### config.mk
export PLATFORM = sky130hd
export DESIGN_NAME = tl_lamp_sequencer
export DESIGN_NICKNAME = d
export VERILOG_FILES = /design/src/rtl/tl_pkg.sv /design/src/rtl/tl_tick_counter.sv /design/src/rtl/tl_lamp_sequencer.sv
export SDC_FILE = /design/constraint.sdc
export NUM_CORES = 1
export LEC_CHECK = 0
export ABC_CLOCK_PERIOD_IN_PS = 3600
export CORE_MARGIN = 3
export CORE_UTILIZATION = 56
export CTS_BUF_LIST = sky130_fd_sc_hd__clkbuf_8
export DETAILED_ROUTE_END_ITERATION = 7
export HOLD_SLACK_MARGIN = 0.1
export MAX_ROUTING_LAYER = met4
export PLACE_DENSITY = 0.88
export SLEW_MARGIN = 0
export SYNTH_ARGS = -nofsm -noshare
export SYNTH_HDL_FRONTEND = slang
export SYNTH_SLANG_ARGS = --single-unit
export TNS_END_PERCENT = 5
### constraint.sdc
create_clock -name clk -period 3.6 [get_ports clk]
set_clock_uncertainty 0.15 [all_clocks]
set_input_delay 0.72 -clock clk [delete_from_list [all_inputs] [get_ports clk]]
set_output_delay 0.72 -clock clk [all_outputs]
set_load 0.01 [all_outputs]
### src/rtl/tl_pkg.sv
// tl_pkg: shared definitions for the traffic-light lamp sequencer.
//   - phase codes as captured by the controller's state register
//   - lamp bit indices and lamp patterns, bit order {left, green, yellow, red}
//   - sequencer state encoding
//   - helpers mapping a requested code / displayed phase to lamp patterns
package tl_pkg;

    localparam logic [2:0] PH_ALL_RED    = 3'd0;
    localparam logic [2:0] PH_A_STRAIGHT = 3'd1;
    localparam logic [2:0] PH_A_LEFT     = 3'd2;
    localparam logic [2:0] PH_B_STRAIGHT = 3'd3;
    localparam logic [2:0] PH_B_LEFT     = 3'd4;
    localparam logic [2:0] PH_FLASH      = 3'd5;

    localparam int LAMP_RED    = 0;
    localparam int LAMP_YELLOW = 1;
    localparam int LAMP_GREEN  = 2;
    localparam int LAMP_LEFT   = 3;

    localparam logic [3:0] L_DARK   = 4'b0000;
    localparam logic [3:0] L_RED    = 4'b0001 << LAMP_RED;
    localparam logic [3:0] L_YELLOW = 4'b0001 << LAMP_YELLOW;
    localparam logic [3:0] L_GREEN  = 4'b0001 << LAMP_GREEN;
    // A protected left arrow is shown together with the red ball.
    localparam logic [3:0] L_LEFT   = (4'b0001 << LAMP_LEFT) | L_RED;

    typedef enum logic [1:0] {
        ST_HOLD   = 2'd0,
        ST_YELLOW = 2'd1,
        ST_ALLRED = 2'd2
    } state_t;

    typedef struct packed {
        logic [3:0] a;
        logic [3:0] b;
    } lamp_pair_t;

    // Codes 110/111 are not phases; they fall back to the safe all-red phase.
    function automatic logic [2:0] map_phase(input logic [2:0] code);
        return (code > PH_FLASH) ? PH_ALL_RED : code;
    endfunction

    function automatic lamp_pair_t hold_lamps(input logic [2:0] phase, input logic flash);
        lamp_pair_t lp;
        lp = '{a: L_RED, b: L_RED};
        case (phase)
            PH_A_STRAIGHT: lp = '{a: L_GREEN, b: L_RED};
            PH_A_LEFT:     lp = '{a: L_LEFT,  b: L_RED};
            PH_B_STRAIGHT: lp = '{a: L_RED,   b: L_GREEN};
            PH_B_LEFT:     lp = '{a: L_RED,   b: L_LEFT};
            PH_FLASH: begin
                if (flash) lp = '{a: L_YELLOW, b: L_YELLOW};
                else       lp = '{a: L_DARK,   b: L_DARK};
            end
            default:       lp = '{a: L_RED,   b: L_RED};
        endcase
        return lp;
    endfunction

    // A road that currently has right-of-way goes yellow; a stopped road stays red.
    function automatic logic [3:0] clearing(input logic [3:0] l);
        return (l[LAMP_LEFT] || l[LAMP_GREEN]) ? L_YELLOW : L_RED;
    endfunction

    function automatic lamp_pair_t phase_lamps(input state_t st, input logic [2:0] phase,
                                               input logic flash);
        lamp_pair_t lp;
        lp = hold_lamps(phase, flash);
        case (st)
            ST_YELLOW: begin
                lp.a = clearing(lp.a);
                lp.b = clearing(lp.b);
            end
            ST_ALLRED: lp = '{a: L_RED, b: L_RED};
            default:   ;
        endcase
        return lp;
    endfunction

endpackage

### src/rtl/tl_tick_counter.sv
// tl_tick_counter: CW-bit interval counter advanced by the tick enable.
//   clk, reset (async, active-low)
//   clr    : synchronous clear, wins over en
//   en     : count enable (already qualified with tick by the user)
//   tc_val : terminal count to compare against
//   tc     : count == tc_val; the counter wraps to zero on an enabled tc
module tl_tick_counter #(
    parameter int CW = 4
) (
    input  logic          clk,
    input  logic          reset,
    input  logic          clr,
    input  logic          en,
    input  logic [CW-1:0] tc_val,
    output logic          tc
);

    logic [CW-1:0] count;

    assign tc = (count == tc_val);

    // NOTE: sequential state uses non-blocking assignments so every flop
    // samples its inputs from before the edge, independent of block order.
    always_ff @(posedge clk or negedge reset) begin
        if (!reset) begin
            count <= '0;
        end else if (clr) begin
            count <= '0;
        end else if (en) begin
            count <= tc ? '0 : count + 1'b1;
        end
    end

endmodule

### src/rtl/tl_lamp_sequencer.sv
// tl_lamp_sequencer: applies requested traffic-light phases to the lamps,
// inserting a timed yellow and all-red clearance on every phase change.
//   clk, reset (async, active-low)
//   tick       : timebase enable; all intervals are counted in ticks
//   phase_req  : level request, held with phase_code stable until phase_ack
//   phase_code : requested phase (110/111 treated as all red)
//   phase_ack  : one-cycle pulse when the requested phase is on the lamps
//   busy       : high during yellow and all-red clearance
//   cur_phase  : phase currently displayed
//   lamp_a/b   : road lamps {left, green, yellow, red}
module tl_lamp_sequencer
    import tl_pkg::*;
#(
    parameter int YEL_TICKS    = 3,
    parameter int ALLRED_TICKS = 1,
    parameter int FLASH_TICKS  = 2,
    parameter int CW           = 4
) (
    input  logic       clk,
    input  logic       reset,
    input  logic       tick,
    input  logic       phase_req,
    input  logic [2:0] phase_code,
    output logic       phase_ack,
    output logic       busy,
    output logic [2:0] cur_phase,
    output logic [3:0] lamp_a,
    output logic [3:0] lamp_b
);

    localparam logic [CW-1:0] YEL_TC    = CW'(YEL_TICKS - 1);
    localparam logic [CW-1:0] ALLRED_TC = CW'(ALLRED_TICKS - 1);
    localparam logic [CW-1:0] FLASH_TC  = CW'(FLASH_TICKS - 1);

    state_t     state_q, state_d;
    logic [2:0] pending_q, pending_d;
    logic [2:0] cur_d;
    logic [2:0] req_code;
    logic       flash_q, flash_d;
    logic       ack_d;
    logic       cnt_clr, cnt_en, cnt_tc;
    logic [CW-1:0] cnt_tc_val;
    lamp_pair_t lamps_d;

    // One counter serves yellow, all-red and the flash half-period; which
    // terminal count applies follows from the current state.
    always_comb begin
        case (state_q)
            ST_YELLOW: cnt_tc_val = YEL_TC;
            ST_ALLRED: cnt_tc_val = ALLRED_TC;
            default:   cnt_tc_val = FLASH_TC;
        endcase
    end

    assign cnt_en = tick && ((state_q != ST_HOLD) || (cur_phase == PH_FLASH));

    tl_tick_counter #(.CW(CW)) u_tick_counter (
        .clk    (clk),
        .reset  (reset),
        .clr    (cnt_clr),
        .en     (cnt_en),
        .tc_val (cnt_tc_val),
        .tc     (cnt_tc)
    );

    assign req_code = map_phase(phase_code);

    // NOTE: every signal written here gets a default first, so no path
    // leaves one unassigned and no latch is inferred.
    always_comb begin
        state_d   = state_q;
        cur_d     = cur_phase;
        pending_d = pending_q;
        flash_d   = flash_q;
        ack_d     = 1'b0;
        cnt_clr   = 1'b0;

        case (state_q)
            ST_HOLD: begin
                if ((cur_phase == PH_FLASH) && tick && cnt_tc) flash_d = ~flash_q;
                // The ack cycle itself is skipped so a still-high req cannot re-trigger.
                if (phase_req && !phase_ack) begin
                    if (req_code == cur_phase) begin
                        ack_d = 1'b1;
                    end else begin
                        pending_d = req_code;
                        cnt_clr   = 1'b1;
                        if (cur_phase == PH_ALL_RED) begin
                            // Nothing to clear from all red: apply at once.
                            cur_d   = req_code;
                            ack_d   = 1'b1;
                            flash_d = 1'b1;
                        end else if (cur_phase == PH_FLASH) begin
                            state_d = ST_ALLRED;
                        end else begin
                            state_d = ST_YELLOW;
                        end
                    end
                end
            end
            ST_YELLOW: begin
                if (tick && cnt_tc) state_d = ST_ALLRED;
            end
            ST_ALLRED: begin
                if (tick && cnt_tc) begin
                    state_d = ST_HOLD;
                    cur_d   = pending_q;
                    ack_d   = 1'b1;
                    flash_d = 1'b1;
                end
            end
            default: state_d = ST_HOLD;
        endcase
    end

    // Lamps are registered from next-state values so they change on the same
    // edge as the state and can never glitch through an unsafe combination.
    assign lamps_d = phase_lamps(state_d, cur_d, flash_d);

    // NOTE: reset puts every register, outputs included, in a known safe
    // value, so an async reset forces all-red immediately.
    always_ff @(posedge clk or negedge reset) begin
        if (!reset) begin
            state_q   <= ST_HOLD;
            cur_phase <= PH_ALL_RED;
            pending_q <= PH_ALL_RED;
            flash_q   <= 1'b1;
            phase_ack <= 1'b0;
            busy      <= 1'b0;
            lamp_a    <= L_RED;
            lamp_b    <= L_RED;
        end else begin
            state_q   <= state_d;
            cur_phase <= cur_d;
            pending_q <= pending_d;
            flash_q   <= flash_d;
            phase_ack <= ack_d;
            busy      <= (state_d != ST_HOLD);
            lamp_a    <= lamps_d.a;
            lamp_b    <= lamps_d.b;
        end
    end

endmodule

# --- Yosys cells after proc, flatten, opt, wreduce, memory -nomap -nowiden ---
# Cells that the tools add are included.
totals:
  register_bits: 23
  inputBits: 7
classes:
  addsub: 1
  magnitude_cmp: 1
  eq_ne: 12
  muxes: 36
  n_bitwise: 2
  reduce_logical: 15
ops:
  columns: ["op", "n"]
  rows:
  - ["$pmux W8 S5", 1]
  - ["$mux W2", 8]
  - ["$pmux W8 S2", 1]
  - ["$mux W3", 5]
  - ["$mux W1", 12]
  - ["$mux W4", 3]
  - ["$eq A3 B3 Y1 const B", 3]
  - ["$eq A3 B2 Y1 const B", 2]
  - ["$mux W6", 1]
  - ["$pmux W2 S3", 1]
  - ["$pmux W3 S2", 1]
  - ["$reduce_bool A2 Y1", 3]
  - ["$logic_and A1 B1 Y1", 5]
  - ["$add A4 B1 Y4 const B", 1]
  - ["$eq A2 B1 Y1 const B", 2]
  - ["$eq A2 B2 Y1 const B", 2]
  - ["$eq A4 B2 Y1", 1]
  - ["$pmux W1 S2", 2]
  - ["$pmux W2 S2", 1]
  - ["$eq A3 B1 Y1 const B", 1]
  - ["$eq A3 B3 Y1", 1]
  - ["$gt A3 B3 Y1 const B", 1]
  - ["$logic_not A3 Y1", 1]
  - ["$logic_or A1 B1 Y1", 3]
  - ["4 further kinds", 5]

# --- Logic depth before layout (Yosys ltp) ---
depth:
  depth_word: 14
  depth_mapped: 12

# --- Modules after synthesis ---
# A second synthesis with hierarchy kept.
unflattened:
  hier_cells: 151
  area_unflattened_um2: 1541.5
modules_own_cells:
  columns: ["mod", "instances", "cells_each", "area_per_inst_um2", "seq_area_each_um2"]
  rows:
  - ["tl_lamp_sequencer", 1, 124, 1257.5, 479.2]
  - ["tl_tick_counter", 1, 27, 284.0, 100.1]

# --- Least setup slack after synthesis ---
# Ideal clock, no wire load.
synth_path:
  kind: "input-to-reg"
  from: "input port phase_code[0]"
  to: "register lamp_a[1]"
  setup_time_ns: 0.120
  t_arrival_ns: 2.955
  required_ns: 3.330
  setup_slack_ns: 0.375
  cell_stages: 11
  path_cell_list: "xor2_1 -> o32ai_1 -> or2_1 -> or3_1 -> and2_1 -> o32a_1 -> ha_1 -> buf_1 -> nor2_1 -> o2111a_1 -> a41o_1"
synth_rtl:
  columns: ["item", "line", "source"]
  rows:
  - ["start, declared", "tl_lamp_sequencer.sv:23", "input logic [2:0] phase_code,"]
  - ["end signal, assigned", "tl_lamp_sequencer.sv:139", "lamp_a <= lamps_d.a;"]
  - ["end, declared", "tl_lamp_sequencer.sv:27", "output logic [3:0] lamp_a,"]

==> impl_metrics.ini <==
[status]
outcome = completed

[power_and_ir_drop]
power_density_mw_per_mm2 = 1020
p_leak_uw = 0.000769
worst_ir_drop_vdd_v = 0.000907

[floorplanning]
initial_core_util = 0.624
num_io_pins = 20
chipWidth_um = 57.3
floorplan.rows = 17
floorplan.core_area_mm2 = 0.00236
die_h_um = 57.3
dieArea_mm2 = 0.00328

[global_routing]
maximum_number_of_pins_on_one_net_before_global_route_repair = 24
global_route.usage.met2 = 0.409
grt_antenna_before_repair = 0
global_route_usage_over_all_layers = 0.243
gr-usage-met1 = 0.302
grt_use_met3 = 0.0362
global_route.peak_usage_layer = met2
number_of_global_route_vias_before_repair = 1268
wire_length_of_the_first_global_routing_pass_mm = 6.03
grt.overflow.total = 0

[synth]
synthTopCellsByArea = dfrtp_1, ha_1, a221oi_4
yosys_warnings = 0
ys_async_sr_fraction = 1.00
syn_area_mm2 = 0.00147
synthesis.instances = 146
synthesis.area_per_instance_um2 = 10.1
post-synth-top-area-cell = dfrtp_1
synth_sequential_area_ratio = 0.393
synth_top_area_share = 0.340
synth.top_cells.by_count = dfrtp_1, nor2_1, nand2_1
ys_ff_latch = 23
most_common_cell_in_the_synthesized_netlist = dfrtp_1
yosys.cell_types.count = 55
synth-edff-count = 0
synth_nets = 161
synth_top_flop_cell = dfrtp_1

[clock_network]
htree_levels = 1
post-cts-setup-buffer-count = 0
cts.clk_slew.worst_paths_ps = 80
numClockSinks = 23
post_cts_hold_buffer_count = 0
tritoncts = built
clock-root-buffer = clkbuf_8
cts_inserted_buffers = 3
clockBufferDepth = 2
insertion_delay_ps = 260
post_cts_resize_count = 0

[critical_path]
crit_end = lamp_b[0]
path_cells = clkdlybuf4s50_1 > xor2_1 > o32ai_1 > or2_1 > or3_1 > and2_1 > o32a_1 > ha_4 > nand2b_2 > a21oi_1 > a311oi_1
worst-endpoint-arrival_ps = 3490
timing.setup.critical_path_class = in -> reg
reg2reg_from = cur_phase[0]
rr_worst_depth = 10
critPathRequiredTime_ps = 3620
path_depth = 11
critical_path_startpoint_category = input port
critPathLaunch = phase_code[0]
worstPathBufferInverterCount = 1
slowest_cell_delay_on_critical_path_ps = 500
slowest_stage = clkdlybuf4s50_1
timing.rr.end = lamp_b[0]
timing.critical_path.max_delay_family = simple AND/OR/NAND/NOR gates
top_fanout_value_on_the_critical_path = 6
r2r_setup_slack_ps = 470
end_kind = flop

[route]
finalWirelength_mm = 3.64
routedWlPerCell_um = 18.1
dr.first_iter.drc_count = 87
drcViolationCount = 0
vias_per_cell = 6.19
vias = 1244
ant_nets = 0
first_pass_iters = 4

[sta]
max_slew_margin = 0.337
worst_slack_ps = 132
max_slew.worst_pin.slew_ps = 992
timing.fmax_mhz = 288
setup-tns-final_ps = 0
final-setup-viol-count = 0
final_min_period_over_clock_period = 0.963
final_hold_viol_count = 0
layout_min_cycle_time_ps = 3470
final_max_slew_viol_count = 0

[hold_path]
worstHoldPathType = reg -> reg

[layout]
areaGrowthSynthToFinish_pct = 21.5
layout-drive-gt1-share = 0.191
nNetsFinal = 189
num_antenna_cells = 0

[place]
dp.final_hpwl_mm = 2.63
dp_slack_ps = -89.0
place.gp.congestion = 0.901
placement.io_buffers = 19

[job]
drv_cap = 0
[layout make-up]
class / count / area [um^2]
tap: 28 / 35.0
clock inverter: 1 / 5.00
sequential: 23 / 579
clock buffer: 3 / 41.3
inverter: 9 / 33.8
multi-input combinational: 110 / 845
fill: 170 / 572
timing repair buffer: 27 / 250
[logic make-up after synthesis]
| family | count (synthesis) | synth area share |
|---|---|---|
| XOR/XNOR | 5 | 0.0348 |
| flip-flops | 23 | 0.393 |
| adder cells (fa/ha/maj) | 8 | 0.0680 |
| buffers and inverters | 13 | 0.0416 |
| AO/OA/AOI/OAI | 32 | 0.193 |
| multiplexers | 2 | 0.0144 |
| AND/OR/NAND/NOR | 63 | 0.255 |
[how the worst min path moves through the flow]
stage | startpoint | end | slack, ps | depth (start not counted)
after floorplan | reset | busy | 270 | 0
after global placement | u_tick_counter.count[3] | u_tick_counter.count[3] | 400 | 3
after detailed placement | u_tick_counter.count[3] | u_tick_counter.count[3] | 420 | 3
after CTS | u_tick_counter.count[3] | u_tick_counter.count[3] | 430 | 3
after global routing | u_tick_counter.count[3] | u_tick_counter.count[3] | 460 | 3
final | pending_q[2] | pending_q[2] | 440 | 2
[report_power, final]
part           total (uW)  internal [uW]  switching (uW)
sequential            489            373             116
combinational        1180            559             618
clock                 163           77.3            85.5
[worst register-to-register path, cell delays in order (launching register included)]
cell and delay (ps):
dfrtp_1 580, xor2_1 240, o32ai_1 130, or2_1 240
or3_1 350, and2_1 200, o32a_1 340, ha_4 310
nand2b_2 140, a21oi_1 70, a311oi_1 290
[layout by cell type (no fill, tap or decap), drive strengths merged, types with 3 or more instances in the layout]
cell	netlist	routed
buf	4	8
nand3b	3	3
dfrtp	20	20
a21oi	7	7
xor2	3	3
a31o	3	3
ha	8	8
a221oi	4	4
nor2b	4	4
nor2	13	13
nor3	5	5
nand3	5	5
or3	3	3
inv	9	9
nand2b	4	4
nor4	3	3
nand2	10	10
o21ai	4	4
and2	3	3
dfstp	3	3
clkdlybuf4s50	0	19
clkbuf	0	3
[stage by stage]
step	instance area [um^2]	cells	util	power [uW]	hold slack, ps
after global placement	1730	197	0.733	1530	395
after detailed placement	1730	197	0.733	1580	421
after CTS	1780	201	0.753	1770	433
after global routing	1790	201	0.758	1960	464
final	1790	201	0.758	1830	443
after floorplan	1470	146	-	1200	274
[state kept, by name, indices dropped and copies added, names as in the netlist]
name / cells
state_q: 2
busy: 1
phase_ack: 1
u_tick_counter.count: 4
cur_phase: 3
lamp_b: 4
lamp_a: 4
flash_q: 1
pending_q: 3
[routing by layer]
metal	vias to the layer above	part of all wire
met2	45	0.50
met3	11	0.044
met1	599	0.43
li1	589	-
met5	-	0
met4	0	0.023
Power figures use the tool's default switching activity.
